**config.mk**
```make
export PLATFORM = sky130hd
export DESIGN_NAME = instr_fetch_unit_flat
export DESIGN_NICKNAME = d
export VERILOG_FILES = /design/src/rtl/instr_fetch_unit_if.sv /design/src/rtl/instr_fetch_unit.sv /design/src/flat_wrapper.sv
export SDC_FILE = /design/constraint.sdc
export NUM_CORES = 1
export LEC_CHECK = 0
export CAP_MARGIN = 20
export CORE_UTILIZATION = 46
export CTS_BUF_LIST = sky130_fd_sc_hd__clkbuf_4
export CTS_CLUSTER_SIZE = 30
export DETAILED_ROUTE_END_ITERATION = 16
export PLACE_DENSITY = 0.82
export SLEW_MARGIN = 10
export SYNTH_ARGS = -nofsm -noshare
export SYNTH_HDL_FRONTEND = slang
export SYNTH_SLANG_ARGS = --single-unit
```
**constraint.sdc**
```tcl
create_clock -name clk -period 2.45 [get_ports clk]
set_input_delay 0.49 -clock clk [delete_from_list [all_inputs] [get_ports clk]]
set_output_delay 0.49 -clock clk [all_outputs]
set_load 0.01 [all_outputs]
```
**src/rtl/instr_fetch_unit_if.sv**
```systemverilog
`default_nettype none
// ============================================================================
// Module   : instr_fetch_unit_if
// Purpose  : Bundles the fetch unit's RAM-port signals, the instruction
//            handshake towards decode/execute, and the execute-side control
//            inputs (redirect, halt).
// Ports    : master modport - fetch unit side (drives RAM address/strobes,
//                             instruction register, status)
//            slave modport  - environment side (RAM, arbiter, execute stage)
// Revision : 1.0 - initial release
// ============================================================================
interface instr_fetch_unit_if #(
    parameter int ADDR_WIDTH = 14,
    parameter int DATA_WIDTH = 16
);
    // RAM port and arbitration
    logic                  bus_gnt;
    logic [ADDR_WIDTH-1:0] mem_addr;
    logic                  mem_cs;
    logic                  mem_we;
    logic                  mem_oe;
    logic [DATA_WIDTH-1:0] mem_rdata;

    // Instruction handshake towards execute
    logic [DATA_WIDTH-1:0] ir;
    logic [ADDR_WIDTH-1:0] ir_pc;
    logic                  ir_valid;
    logic                  ir_ready;

    // Control from execute, status back
    logic                  redirect;
    logic [ADDR_WIDTH-1:0] redirect_pc;
    logic                  halt;
    logic                  halted;
    logic [ADDR_WIDTH-1:0] pc;

    modport master (
        input  bus_gnt, mem_rdata, ir_ready, redirect, redirect_pc, halt,
        output mem_addr, mem_cs, mem_we, mem_oe, ir, ir_pc, ir_valid, halted, pc
    );

    modport slave (
        output bus_gnt, mem_rdata, ir_ready, redirect, redirect_pc, halt,
        input  mem_addr, mem_cs, mem_we, mem_oe, ir, ir_pc, ir_valid, halted, pc
    );
endinterface
`default_nettype wire

```
**src/rtl/instr_fetch_unit.sv**
```systemverilog
`default_nettype none
// ============================================================================
// Module   : instr_fetch_unit
// Purpose  : Instruction-fetch front end for the 16-bit accumulator CPU.
//            Reads instruction words from a synchronous single-port RAM
//            (shared with execute through bus_gnt) and presents them to the
//            execute stage with a valid/ready handshake. Supports PC
//            redirects and a sticky halt.
// Ports    : clk   - system clock, rising-edge active
//            rst_n - synchronous active-low reset
//            bus   - instr_fetch_unit_if.master (RAM port, ir handshake,
//                    redirect/halt control, halted/pc status)
// Revision : 1.0 - initial release
// ============================================================================
module instr_fetch_unit #(
    parameter int                    ADDR_WIDTH = 14,
    parameter int                    DATA_WIDTH = 16,
    parameter logic [ADDR_WIDTH-1:0] RESET_PC   = 'h100,
    parameter int                    PC_STEP    = 2
) (
    input  wire logic              clk,
    input  wire logic              rst_n,
    instr_fetch_unit_if.master     bus
);

    localparam logic [ADDR_WIDTH-1:0] C_PC_STEP = ADDR_WIDTH'(PC_STEP);

    typedef enum logic [1:0] {
        ST_ADDR   = 2'd0,
        ST_DATA   = 2'd1,
        ST_HOLD   = 2'd2,
        ST_HALTED = 2'd3
    } state_t;

    state_t                state_q,    state_d;
    logic [ADDR_WIDTH-1:0] pc_q,       pc_d;
    logic [DATA_WIDTH-1:0] ir_q,       ir_d;
    logic [ADDR_WIDTH-1:0] ir_pc_q,    ir_pc_d;
    logic                  ir_valid_q, ir_valid_d;
    logic                  halted_q,   halted_d;
    logic [ADDR_WIDTH-1:0] mem_addr_q, mem_addr_d;

    // A read is issued in any ADDR cycle that owns the port. The strobe is
    // not qualified by redirect/halt: a read issued in the same cycle as a
    // redirect is harmless because its data is never captured.
    logic w_issue;
    assign w_issue = (state_q == ST_ADDR) && bus.bus_gnt;

    always_comb begin
        state_d    = state_q;
        pc_d       = pc_q;
        ir_d       = ir_q;
        ir_pc_d    = ir_pc_q;
        ir_valid_d = ir_valid_q;
        halted_d   = halted_q;
        // The address register remembers the last presented address so the
        // RAM address bus stays quiet while the chip select is low.
        mem_addr_d = w_issue ? pc_q : mem_addr_q;

        unique case (state_q)
            ST_ADDR: begin
                if (bus.bus_gnt) begin
                    state_d = ST_DATA;
                end
            end
            ST_DATA: begin
                // RAM data for the address presented last cycle is on
                // mem_rdata now.
                ir_d       = bus.mem_rdata;
                ir_pc_d    = pc_q;
                pc_d       = pc_q + C_PC_STEP;
                ir_valid_d = 1'b1;
                state_d    = ST_HOLD;
            end
            ST_HOLD: begin
                if (bus.ir_ready) begin
                    ir_valid_d = 1'b0;
                    state_d    = ST_ADDR;
                end
            end
            ST_HALTED: begin
                ir_valid_d = 1'b0;
            end
            default: begin
                state_d = ST_ADDR;
            end
        endcase

        // Redirect overrides the normal step: any capture in progress is
        // dropped, the old ir/ir_pc stay but are marked invalid, and a
        // simultaneous ir_ready does not count as a transfer.
        if (bus.redirect && (state_q != ST_HALTED)) begin
            pc_d       = {bus.redirect_pc[ADDR_WIDTH-1:1], 1'b0};
            ir_d       = ir_q;
            ir_pc_d    = ir_pc_q;
            ir_valid_d = 1'b0;
            state_d    = ST_ADDR;
        end

        // Halt wins over redirect and ready; pc freezes where it is.
        if (bus.halt) begin
            pc_d       = pc_q;
            ir_d       = ir_q;
            ir_pc_d    = ir_pc_q;
            ir_valid_d = 1'b0;
            halted_d   = 1'b1;
            state_d    = ST_HALTED;
        end
    end

    always_ff @(posedge clk) begin
        if (!rst_n) begin
            state_q    <= ST_ADDR;
            pc_q       <= RESET_PC;
            ir_q       <= '0;
            ir_pc_q    <= '0;
            ir_valid_q <= 1'b0;
            halted_q   <= 1'b0;
            mem_addr_q <= RESET_PC;
        end else begin
            state_q    <= state_d;
            pc_q       <= pc_d;
            ir_q       <= ir_d;
            ir_pc_q    <= ir_pc_d;
            ir_valid_q <= ir_valid_d;
            halted_q   <= halted_d;
            mem_addr_q <= mem_addr_d;
        end
    end

    assign bus.mem_addr = w_issue ? pc_q : mem_addr_q;
    assign bus.mem_cs   = w_issue;
    assign bus.mem_oe   = w_issue;
    assign bus.mem_we   = 1'b0;
    assign bus.ir       = ir_q;
    assign bus.ir_pc    = ir_pc_q;
    assign bus.ir_valid = ir_valid_q;
    assign bus.halted   = halted_q;
    assign bus.pc       = pc_q;

endmodule
`default_nettype wire

```
**src/flat_wrapper.sv**
```systemverilog
// flat-port wrapper written by rule: the top's interface ports become plain ports
module instr_fetch_unit_flat 
#(
    parameter int                    ADDR_WIDTH = 14,
    parameter int                    DATA_WIDTH = 16,
    parameter logic [ADDR_WIDTH-1:0] RESET_PC   = 'h100,
    parameter int                    PC_STEP    = 2
)
  (clk, rst_n, bus_bus_gnt, bus_mem_rdata, bus_ir_ready, bus_redirect, bus_redirect_pc, bus_halt, bus_mem_addr, bus_mem_cs, bus_mem_we, bus_mem_oe, bus_ir, bus_ir_pc, bus_ir_valid, bus_halted, bus_pc);
  instr_fetch_unit_if #(.ADDR_WIDTH(ADDR_WIDTH), .DATA_WIDTH(DATA_WIDTH)) bus_i ();
  input  wire logic clk;
  input  wire logic rst_n;
  input wire logic [$bits(bus_i.bus_gnt)-1:0] bus_bus_gnt;
  input wire logic [$bits(bus_i.mem_rdata)-1:0] bus_mem_rdata;
  input wire logic [$bits(bus_i.ir_ready)-1:0] bus_ir_ready;
  input wire logic [$bits(bus_i.redirect)-1:0] bus_redirect;
  input wire logic [$bits(bus_i.redirect_pc)-1:0] bus_redirect_pc;
  input wire logic [$bits(bus_i.halt)-1:0] bus_halt;
  output wire logic [$bits(bus_i.mem_addr)-1:0] bus_mem_addr;
  output wire logic [$bits(bus_i.mem_cs)-1:0] bus_mem_cs;
  output wire logic [$bits(bus_i.mem_we)-1:0] bus_mem_we;
  output wire logic [$bits(bus_i.mem_oe)-1:0] bus_mem_oe;
  output wire logic [$bits(bus_i.ir)-1:0] bus_ir;
  output wire logic [$bits(bus_i.ir_pc)-1:0] bus_ir_pc;
  output wire logic [$bits(bus_i.ir_valid)-1:0] bus_ir_valid;
  output wire logic [$bits(bus_i.halted)-1:0] bus_halted;
  output wire logic [$bits(bus_i.pc)-1:0] bus_pc;
  assign bus_i.bus_gnt = bus_bus_gnt;
  assign bus_i.mem_rdata = bus_mem_rdata;
  assign bus_i.ir_ready = bus_ir_ready;
  assign bus_i.redirect = bus_redirect;
  assign bus_i.redirect_pc = bus_redirect_pc;
  assign bus_i.halt = bus_halt;
  assign bus_mem_addr = bus_i.mem_addr;
  assign bus_mem_cs = bus_i.mem_cs;
  assign bus_mem_we = bus_i.mem_we;
  assign bus_mem_oe = bus_i.mem_oe;
  assign bus_ir = bus_i.ir;
  assign bus_ir_pc = bus_i.ir_pc;
  assign bus_ir_valid = bus_i.ir_valid;
  assign bus_halted = bus_i.halted;
  assign bus_pc = bus_i.pc;
  instr_fetch_unit #(.ADDR_WIDTH(ADDR_WIDTH), .DATA_WIDTH(DATA_WIDTH), .RESET_PC(RESET_PC), .PC_STEP(PC_STEP)) u_core (.clk(clk), .rst_n(rst_n), .bus(bus_i));
endmodule
```
* After elaboration in Yosys (flattened, before gate mapping) *
Index checks and enable logic that the tools add are counted.

cells by class
  add/subtract/negate cells = 1
  equality and inequality tests = 7
  muxes and demuxes = 10
  bitwise logic cells = 3
  reductions and logical operators = 11

operators by type and width
  kind                     number
  $mux W14                 3
  $add A14 B2 Y14 const B  1
  $mux W2                  4
  $pmux W2 S3              1
  $reduce_and A3 Y1        2
  $reduce_bool A5 Y1       1
  $eq A2 B2 Y1 const B     2
  $ne A2 B2 Y1 const B     2
  $ne A4 B3 Y1 const B     1
  $ne A4 B4 Y1 const B     1
  $reduce_and A2 Y1        2
  $not A1 Y1               3
  $pmux W1 S3              1
  $reduce_bool A3 Y1       1
  $reduce_or A3 Y1         1
  $eq A2 B1 Y1 const B     1
  $logic_and A1 B1 Y1      2
  $logic_not A2 Y1         1
  $reduce_bool A2 Y1       1
  $mux W1                  1

storage, ports and cells
  flip-flop bits (word level) = 62
  input port bits = 36
  output and inout port bits = 63
  logic and storage cells = 39

* Logic depth before layout (Yosys ltp) *
Gate-level depths: netlist of run 1.

  depth after elaboration = 4
  gate-level depth with buffers = 8
  depth with buffers taken out = 6

* Worst setup path before layout of run 1 *
Ideal clock, no wire load.

  path kind = reg2out
  start = register u_core.state_q[0]
  end = output port bus_mem_addr[11]
  data arrival time = 1454 ps
  required time = 1960 ps
  setup slack = 506 ps
  stages on the path, launching flop included = 6
  path buffers = 1
  cells stage by stage = dfxtp_1 > inv_1 > ha_1 > nand2_1 > buf_2 > mux2_2

between the ends
  longest elaborated chain between the ends = 3

RTL lines
  what                    RTL line                 RTL
  start, declared         instr_fetch_unit.sv:35   state_t state_q, state_d;
  start signal, assigned  instr_fetch_unit.sv:121  state_q <= state_d;
  $logic_not A2 Y1        instr_fetch_unit.sv:47   assign w_issue = (state_q == ST_ADDR) && bus.bus_gnt;
  $logic_and A1 B1 Y1     instr_fetch_unit.sv:47
  $mux W14                instr_fetch_unit.sv:131  assign bus.mem_addr = w_issue ? pc_q : mem_addr_q;
  end, declared           flat_wrapper.sv:19       output wire logic [$bits(bus_i.mem_addr)-1:0] bus_mem_addr;

Every way passes these cells.

* Worst setup path in the final report of run 1 *
  start = register u_core.state_q[0]
  end = output port bus_mem_addr[13]

Same word-level chain as after synthesis.

==> results of run 1 <==
logic make-up after synthesis:
| logic type | share of synthesized area [%] |
|---|---|
| simple gates | 25.0 |
| fa+ha+maj | 2.31 |
| buf+inv | 6.74 |
| mux | 5.40 |
| compound gates | 16.0 |
| flops | 44.3 |
| other cells | 0.138 |
area by class of cell:
cell class	count	area (µm²)
sequential	60	1210
inverter	5	18.8
tap	72	90.1
clock inverter	4	42.5
timing repair buffer	108	1060
fill	456	1760
clock buffer	10	75.1
multi-input combinational	229	1350
power by group through the flow:
stage	registers [W]	clock network (W)	logic, W
3_5_place_dp	0.00107	0	0.000352
4_1_cts	0.00105	0.000663	0.000351
2_1_floorplan	0.00107	0	0.000182
5_1_grt	0.00106	0.000710	0.000398
6_report	0.00105	0.000649	0.000370
3_3_place_gp	0.00107	0	0.000345
routing by layer:
metal,global-route usage [%],vias to the layer above,wire length (µm)
li1,-,1281,-
met1,26.3,1206,3110
met2,39.7,125,3310
met3,6.44,11,657
met4,12.0,0,97
met5,0,-,0
worst paths after layout:
kind / start / to / slack [ps]
setup / recovery: u_core.state_q[0] / bus_mem_addr[13] / 50
hold / removal: u_core.bus.ir_pc[1] / u_core.bus.ir_pc[1] / 460
setup reg to reg: u_core.state_q[1] / u_core.state_q[1] / 520
hold reg to reg: u_core.bus.ir_pc[1] / u_core.bus.ir_pc[1] / 460
registers in the layout, summed over array words and instances, names as in the netlist:
register,cells
u_core.bus.ir,16
u_core.mem_addr_q,14
u_core.bus.ir_pc,13
u_core.bus.pc,13
u_core.state_q,2
u_core.bus.halted,1
u_core.bus.ir_valid,1
timing repair:
item | in CTS | in global routing
resized for setup | 19 | 4
gates cloned | 0 | 1
endpoints found under the setup margin | 16 | 15
buffers inserted | 0 | 1
metrics by stage:
stage	utilization (%)	cell area [µm²]	setup TNS, ps	worst slack [ps]
after global routing	68.6	3850	-4.47	-1.85
after CTS	67.7	3800	0	22.0
after detailed placement	65.7	3690	-1300	-107
after global placement	65.7	3690	-937	-81.5
final	68.6	3850	0	53.2
after floorplan	-	2720	0	506
cells in the final DEF, fill, tap and decap left out, types with 2 or more instances in the layout:
| master | n |
|---|---|
| or3_1 | 3 |
| clkinv_1 | 2 |
| inv_1 | 4 |
| a21oi_1 | 34 |
| conb_1 | 3 |
| a32oi_1 | 2 |
| and3_1 | 5 |
| a31oi_1 | 4 |
| nor4_1 | 2 |
| o21ai_0 | 8 |
| clkdlybuf4s50_1 | 79 |
| nand3_1 | 9 |
| and4_1 | 2 |
| o21a_1 | 3 |
| nand4_1 | 5 |
| and2_1 | 13 |
| and2b_2 | 2 |
| buf_4 | 12 |
| nor2_1 | 13 |
| a311oi_1 | 2 |
| nor2b_1 | 3 |
| o211ai_1 | 2 |
| mux2_2 | 13 |
| nor3_1 | 3 |
| dfxtp_1 | 58 |
| nand2_1 | 69 |
| and2_2 | 2 |
| clkbuf_4 | 10 |
| dlygate4sd2_1 | 14 |
| a211oi_1 | 2 |
| ha_1 | 4 |
critical path, cell delays in order, from the launching register on:
cell           delay (ps)
dfxtp_4               380
inv_2                  60
ha_4                  180
nand2_4               100
clkbuf_16             160
mux2_2                340
dlygate4sd2_1         280
==> flow_metrics.py, run 1 <==
metrics = {
    "status": {
        "run_status": "completed",
    },
    "floorplan": {
        "start_util_pct": 48.3,
        "die_h_um": 78.7,
        "die_w_um": 78.7,
        "core.rowCount": 27,
        "die-area_um2": 6200,
        "pin_count": 99,
        "core_area_um2": 5610,
    },
    "hold_path": {
        "min_path_cells": 2,
        "hold_path.class": "reg -> reg",
    },
    "power": {
        "intPower_w": 0.00151,
        "p_switching_w": 0.000561,
        "p_leak_nw": 1.50,
        "power_w": 0.00207,
        "p_per_area_nw_per_um2": 539,
        "p_seq_share_pct": 50.8,
        "switching_share_pct": 27.1,
        "power_frac_comb_pct": 17.9,
        "clkPwrFrac_pct": 31.3,
        "vdd_drop_max_uv": 375,
    },
    "worst_setup_path": {
        "endpoint_kind": "output port",
        "critPathKind": "reg -> out",
        "cp.required_ps": 1960,
        "reg2regPathDepth": 7,
        "path_max_fanout": 8,
        "cp.arrival_ps": 1910,
        "startpoint_type": "flip-flop",
    },
    "logic_synthesis": {
        "synth_common_cells": "nand2_1, dfxtp_1, a21oi_1",
        "synth.distinct_cells": 50,
        "synth_top_area_share_pct": 44.3,
        "synth_edf_count": 0,
        "syn-cell-area_um2": 2710,
        "ys_ff_latch": 60,
        "ys_warn_count": 0,
        "syn_inst": 319,
        "ys_seq_area_share_pct": 44.3,
        "async_flop_share_pct": 0,
        "yosysTopAreaCell": "dfxtp_1",
        "syn_area_per_cell_um2": 8.49,
        "post-synth-top-count-cell": "nand2_1",
        "ys.flop_type": "dfxtp_1",
        "netlist_top_cells_area": "dfxtp_1, nand2_1, a21oi_1",
    },
    "finish": {
        "area_growth_pct": 42.0,
        "nets": 454,
        "stdcell_count": 488,
        "diodes": 0,
        "drive_gt1_share_pct": 13.2,
    },
    "clock_network": {
        "numCtsBuffers": 9,
        "clkSlewWorstSetupHoldPaths_ps": 100,
        "h-tree-depth": 3,
        "insertion_delay_ps": 400,
        "root_buffer": "clkbuf_4",
        "cts_buffer_depth": 2,
        "cts_num_sinks": 60,
        "cts_hold_buf": 0,
        "cts_tree": "done",
    },
    "sta": {
        "finClkSkew_ps": 11.0,
        "fin_crit_sh_pct": 97.8,
        "fin_crit_ps": 2400,
        "max_clock_freq_ghz": 0.417,
        "relSlewSlack_pct": 64.3,
        "finalSetupViolations": 0,
        "slew_viol_final": 0,
        "hold_violations": 0,
        "whs_ps": 456,
        "worst_pin_slew_ps": 535,
    },
    "place": {
        "io_buffers": 94,
        "gp_congestion": 0.858,
        "post-place-cells": 472,
        "hpwl_um": 4750,
    },
    "detailed_routing": {
        "initialDrtViolationCount": 113,
        "route.detailed.drc": 0,
        "ant_nets": 0,
        "drt_pass1_iterations": 4,
        "viasPerCell": 5.38,
        "wl_per_cell_um": 14.7,
        "wl_um": 7180,
        "vias": 2623,
    },
    "grt": {
        "grt_pass1_wl_um": 11200,
        "grt_pass1_vias": 2537,
        "antenna_found_initial": 0,
        "track_usage_pct": 23.2,
        "grt_max_degree": 29,
        "grt.overflow.total": 0,
    },
    "flow_run": {
        "drv_cap": 0,
    },
}
Power figures use the tool's default switching activity.
==> inputs of run 2 (changes only) <==
--- a/config.mk
+++ b/config.mk
@@ -10,6 +10,7 @@
 export CTS_BUF_LIST = sky130_fd_sc_hd__clkbuf_4
 export CTS_CLUSTER_SIZE = 30
 export DETAILED_ROUTE_END_ITERATION = 16
+export MAX_ROUTING_LAYER = met4
 export PLACE_DENSITY = 0.82
 export SLEW_MARGIN = 10
 export SYNTH_ARGS = -nofsm -noshare
==> flow_metrics.py, run 2 (synthesis results as in run 1) <==
metrics = {
    "floorplan": {
        "core_area_um2": 5610,
        "die_w_um": 78.7,
        "pin_count": 99,
        "die_h_um": 78.7,
        "die-area_um2": 6200,
        "core.rowCount": 27,
        "start_util_pct": 48.3,
    },
    "finish": {
        "area_growth_pct": 42.0,
        "drive_gt1_share_pct": 13.2,
        "num-fill-cells": 456,
        "diodes": 0,
        "final_common_cell": "clkdlybuf4s50_1",
        "regArea_um2": 1210,
        "largest_reg_flops": 16,
        "design_area_um2": 3850,
        "multi_input_area_um2": 1350,
        "layout_common_cells": "clkdlybuf4s50_1, nand2_1, dfxtp_1",
        "nets": 454,
    },
    "clock_network": {
        "cts_hold_buf": 0,
        "root_buffer": "clkbuf_4",
        "cts_buffer_depth": 2,
        "cts_tree": "done",
        "clkSlewWorstSetupHoldPaths_ps": 100,
        "numCtsBuffers": 9,
        "cts_num_sinks": 60,
        "h-tree-depth": 3,
        "insertion_delay_ps": 390,
    },
    "worst_setup_path": {
        "startpoint_type": "flip-flop",
        "critPathKind": "reg -> out",
        "path_max_fanout": 8,
        "cp.arrival_ps": 1900,
        "r2r_start": "u_core.state_q[1]",
        "cp.required_ps": 1960,
        "endpoint_kind": "output port",
        "timing.reg2reg.setup_slack_ps": 520,
        "r2r-end": "u_core.state_q[1]",
        "reg2regPathDepth": 7,
    },
    "grt": {
        "grt_pass1_vias": 2536,
        "grt_pass1_wl_um": 11200,
        "track_usage_pct": 23.9,
        "antenna_found_initial": 0,
        "grt.overflow.total": 0,
        "grt_max_degree": 29,
    },
    "sta": {
        "relSlewSlack_pct": 64.7,
        "fin_crit_ps": 2390,
        "fin_crit_sh_pct": 97.5,
        "worst_pin_slew_ps": 530,
        "hold_violations": 0,
        "finClkSkew_ps": 11.9,
        "fin_tns_setup_ps": 0,
        "max_clock_freq_ghz": 0.419,
        "finalSetupViolations": 0,
        "slew_viol_final": 0,
        "setup_slack_ps": 61.3,
    },
    "detailed_routing": {
        "wl_per_cell_um": 14.7,
        "viasPerCell": 5.37,
        "initialDrtViolationCount": 126,
        "route.detailed.drc": 0,
        "wl_um": 7150,
        "ant_nets": 0,
        "vias": 2622,
        "drt_pass1_iterations": 4,
    },
    "place": {
        "place_area_um2": 3690,
        "io_buffers": 94,
        "gp_congestion": 0.872,
        "pre_cts_ws_ps": -107,
        "hpwl_um": 4750,
    },
    "flow_run": {
        "drv_cap": 0,
    },
    "power": {
        "power_w": 0.00207,
        "p_per_area_nw_per_um2": 538,
        "p_leak_nw": 1.50,
        "vdd_drop_max_uv": 376,
    },
    "hold_path": {
        "holdPathEnd": "u_core.bus.ir_pc[3]",
        "min_path_cells": 2,
        "hold_path.class": "reg -> reg",
        "min_from": "u_core.bus.ir_pc[3]",
    },
    "status": {
        "run_status": "completed",
    },
}
## run 2: cell counts in the layout (fill, tap and decap cells not counted)
Identical to the previous run, type by type.
## run 2: through the flow
step	util (%)	instances	hold WS [ps]
after global placement	65.7	472	440
final	68.6	488	456
after global routing	68.6	488	477
after detailed placement	65.7	472	446
after floorplan	-	321	444
after CTS	67.7	486	459
## run 2: worst max path at each step
stage | endpoint | start | slack [ps]
3_5_place_dp | bus_mem_addr[4] | bus_bus_gnt | -110
3_3_place_gp | bus_mem_addr[4] | bus_bus_gnt | -80
6_report | bus_mem_addr[1] | u_core.state_q[1] | 60
4_1_cts | bus_mem_addr[4] | u_core.state_q[0] | 20
5_1_grt | bus_mem_addr[13] | u_core.state_q[0] | -2
2_1_floorplan | bus_mem_addr[11] | u_core.state_q[0] | 510
## run 2: layer usage
metal / routed length (µm) / track usage (%) / up-vias / share of wire (%)
li1: - / - / 1283 / -
met1: 3150 / 26.9 / 1207 / 44
met2: 3270 / 39.7 / 117 / 46
met3: 622 / 5.52 / 15 / 8.7
met4: 106 / 12.0 / 0 / 1.5
met5: 0 / - / - / 0
## run 2: area by class of cell
type	instances	area share (%)
Inverter	5	0.488
Clock inverter	4	1.11
Clock buffer	10	1.95
Tap cell	72	2.34
Timing Repair Buffer	108	27.6
Sequential cell	60	31.4
Multi-Input combinational cell	229	35.2
## run 2: critical path: stages (launching register included)
cell	delay [ps]
dfxtp_2	350
inv_1	80
ha_4	190
nand2_4	100
clkbuf_16	160
mux2_2	340
dlygate4sd2_1	280
## run 2: where the power goes
part | internal, W | total (W) | switching [W]
clock network | 0.000304 | 0.000647 | 0.000343
registers | 0.00101 | 0.00105 | 0.0000430
logic | 0.000197 | 0.000370 | 0.000173
## run 2: repair_timing
action	CTS	global route
cloned	0	1
setup buffers	0	1
gates resized for setup	19	4
endpoints found under the setup margin	16	15
endpoints found under the hold margin	0	0
==> inputs of run 3 (changes only) <==
--- a/config.mk
+++ b/config.mk
@@ -6,12 +6,12 @@
 export NUM_CORES = 1
 export LEC_CHECK = 0
 export CAP_MARGIN = 20
-export CORE_UTILIZATION = 46
+export CORE_UTILIZATION = 41
 export CTS_BUF_LIST = sky130_fd_sc_hd__clkbuf_4
 export CTS_CLUSTER_SIZE = 30
 export DETAILED_ROUTE_END_ITERATION = 16
 export MAX_ROUTING_LAYER = met4
-export PLACE_DENSITY = 0.82
+export PLACE_DENSITY = 0.78
 export SLEW_MARGIN = 10
 export SYNTH_ARGS = -nofsm -noshare
 export SYNTH_HDL_FRONTEND = slang
==> constraint.sdc (replaced) <==
create_clock -name clk -period 2.1 [get_ports clk]
set_input_delay 0.42 -clock clk [delete_from_list [all_inputs] [get_ports clk]]
set_output_delay 0.42 -clock clk [all_outputs]
set_load 0.01 [all_outputs]
==> flow_metrics.py, run 3 (synthesis results as in run 1) <==
metrics = {
    "sta": {
        "rsz0062_at_grt": "true",
        "whs_ps": 456,
        "finalSetupViolations": 0,
        "fin_crit_ps": 2040,
        "max_clock_freq_ghz": 0.489,
        "slew_viol_final": 0,
        "finClkSkew_ps": 9.85,
        "fin_tns_setup_ps": 0,
        "fin_crit_sh_pct": 97.3,
        "hold_violations": 0,
    },
    "finish": {
        "multi_input_area_um2": 1400,
        "layout_common_cells": "clkdlybuf4s50_1, nand2_1, dfxtp_1",
        "nets": 466,
        "diodes": 0,
        "largest_reg_flops": 16,
        "fin_util_pct": 64.4,
        "num-fill-cells": 532,
        "final_common_cell": "clkdlybuf4s50_1",
        "drive_gt1_share_pct": 19.3,
        "area_growth_pct": 50.9,
        "regArea_um2": 1200,
    },
    "floorplan": {
        "die-area_um2": 6940,
        "die_h_um": 83.3,
        "pin_count": 99,
        "start_util_pct": 42.7,
        "die_w_um": 83.3,
        "core.rowCount": 29,
        "core_area_um2": 6350,
    },
    "detailed_routing": {
        "vias": 2643,
        "wl_um": 7150,
        "route.detailed.drc": 0,
        "viasPerCell": 5.21,
        "initialDrtViolationCount": 148,
        "drt_pass1_iterations": 4,
        "ant_nets": 0,
        "wl_per_cell_um": 14.1,
    },
    "power": {
        "p_leak_nw": 1.60,
        "p_per_area_nw_per_um2": 639,
        "power_w": 0.00261,
        "vdd_drop_max_uv": 431,
    },
    "place": {
        "io_buffers": 94,
        "hpwl_um": 4860,
        "gp_congestion": 0.832,
    },
    "grt": {
        "track_usage_pct": 21.9,
        "grt_pass1_vias": 2540,
        "grt_pass1_wl_um": 11900,
        "grt_max_degree": 30,
        "antenna_found_initial": 0,
        "grt.overflow.total": 0,
    },
    "clock_network": {
        "cts_buffer_depth": 2,
        "insertion_delay_ps": 390,
        "cts_tree": "done",
        "numCtsBuffers": 9,
        "root_buffer": "clkbuf_4",
        "cts_num_sinks": 60,
        "h-tree-depth": 3,
        "cts_hold_buf": 0,
        "clkSlewWorstSetupHoldPaths_ps": 100,
    },
    "worst_setup_path": {
        "endpoint_kind": "output port",
        "cp.arrival_ps": 1620,
        "cp.required_ps": 1680,
        "path_max_fanout": 8,
        "critPathKind": "reg -> out",
        "startpoint_type": "flip-flop",
    },
    "flow_run": {
        "drv_cap": 0,
    },
    "hold_path": {
        "hold_path.class": "reg -> reg",
    },
    "status": {
        "run_status": "completed",
    },
}
## run 3: changes by cell type in the layout (fill, tap and decap cells not counted), sizes merged
cell	delta
buf	+26
bufinv	+1
clkbuf	-1
clkdlybuf4s15	+1
clkdlybuf4s50	-2
clkinvlp	+1
dlygate4sd2	-11
dlymetal6s2s	-1
## run 3: through the flow
stage,cell area (µm²),setup slack [ps],instances
4_1_cts,4110,-33.5,507
3_3_place_gp,3800,-273,487
3_5_place_dp,3800,-275,487
5_1_grt,4090,-5.63,507
6_report,4090,56.7,507
2_1_floorplan,2720,226,321
## run 3: repair_timing
item / 4_1_cts / 5_1_grt
resized for setup: 94 / 2
setup endpoints to repair: 16 / 16
setup buffers: 3 / 2
pin swaps: 2 / 0
gates cloned: 1 / 0
## run 3: layout make-up
class                   count  area share, %
repair buffers            120           29.7
clock buffers              10           1.84
clock inverters             6           1.93
inverters                   5          0.459
well taps                  77           2.36
flip-flops and latches     60           29.5
multi-input cells         229           34.3
## run 3: worst paths after layout
path / from / endpoint / slack [ps] / depth (start not counted)
max reg2reg: u_core.state_q[0] / u_core.state_q[0] / 340 / 7
min: u_core.bus.ir_pc[1] / u_core.bus.ir_pc[1] / 460 / 2
max: u_core.state_q[0] / bus_mem_addr[4] / 60 / 6
min reg2reg: u_core.bus.ir_pc[1] / u_core.bus.ir_pc[1] / 460 / 2
## run 3: report_power, final
part           internal [W]  switching, W
sequential          0.00118     0.0000433
combinational      0.000274      0.000220
clock              0.000485      0.000409
## run 3: critical path, stage by stage (launching register included)
cell,delay [ps]
dfxtp_2,340
inv_2,60
ha_4,170
nand2_4,90
buf_12,140
mux2_4,310
buf_6,120
## run 3: per-layer routing
layer	track usage (%)	vias up	wire length, µm
met2	33.5	117	3250
met3	3.88	10	501
met4	9.25	0	114
li1	-	1311	-
met5	-	-	0
met1	28.7	1205	3280
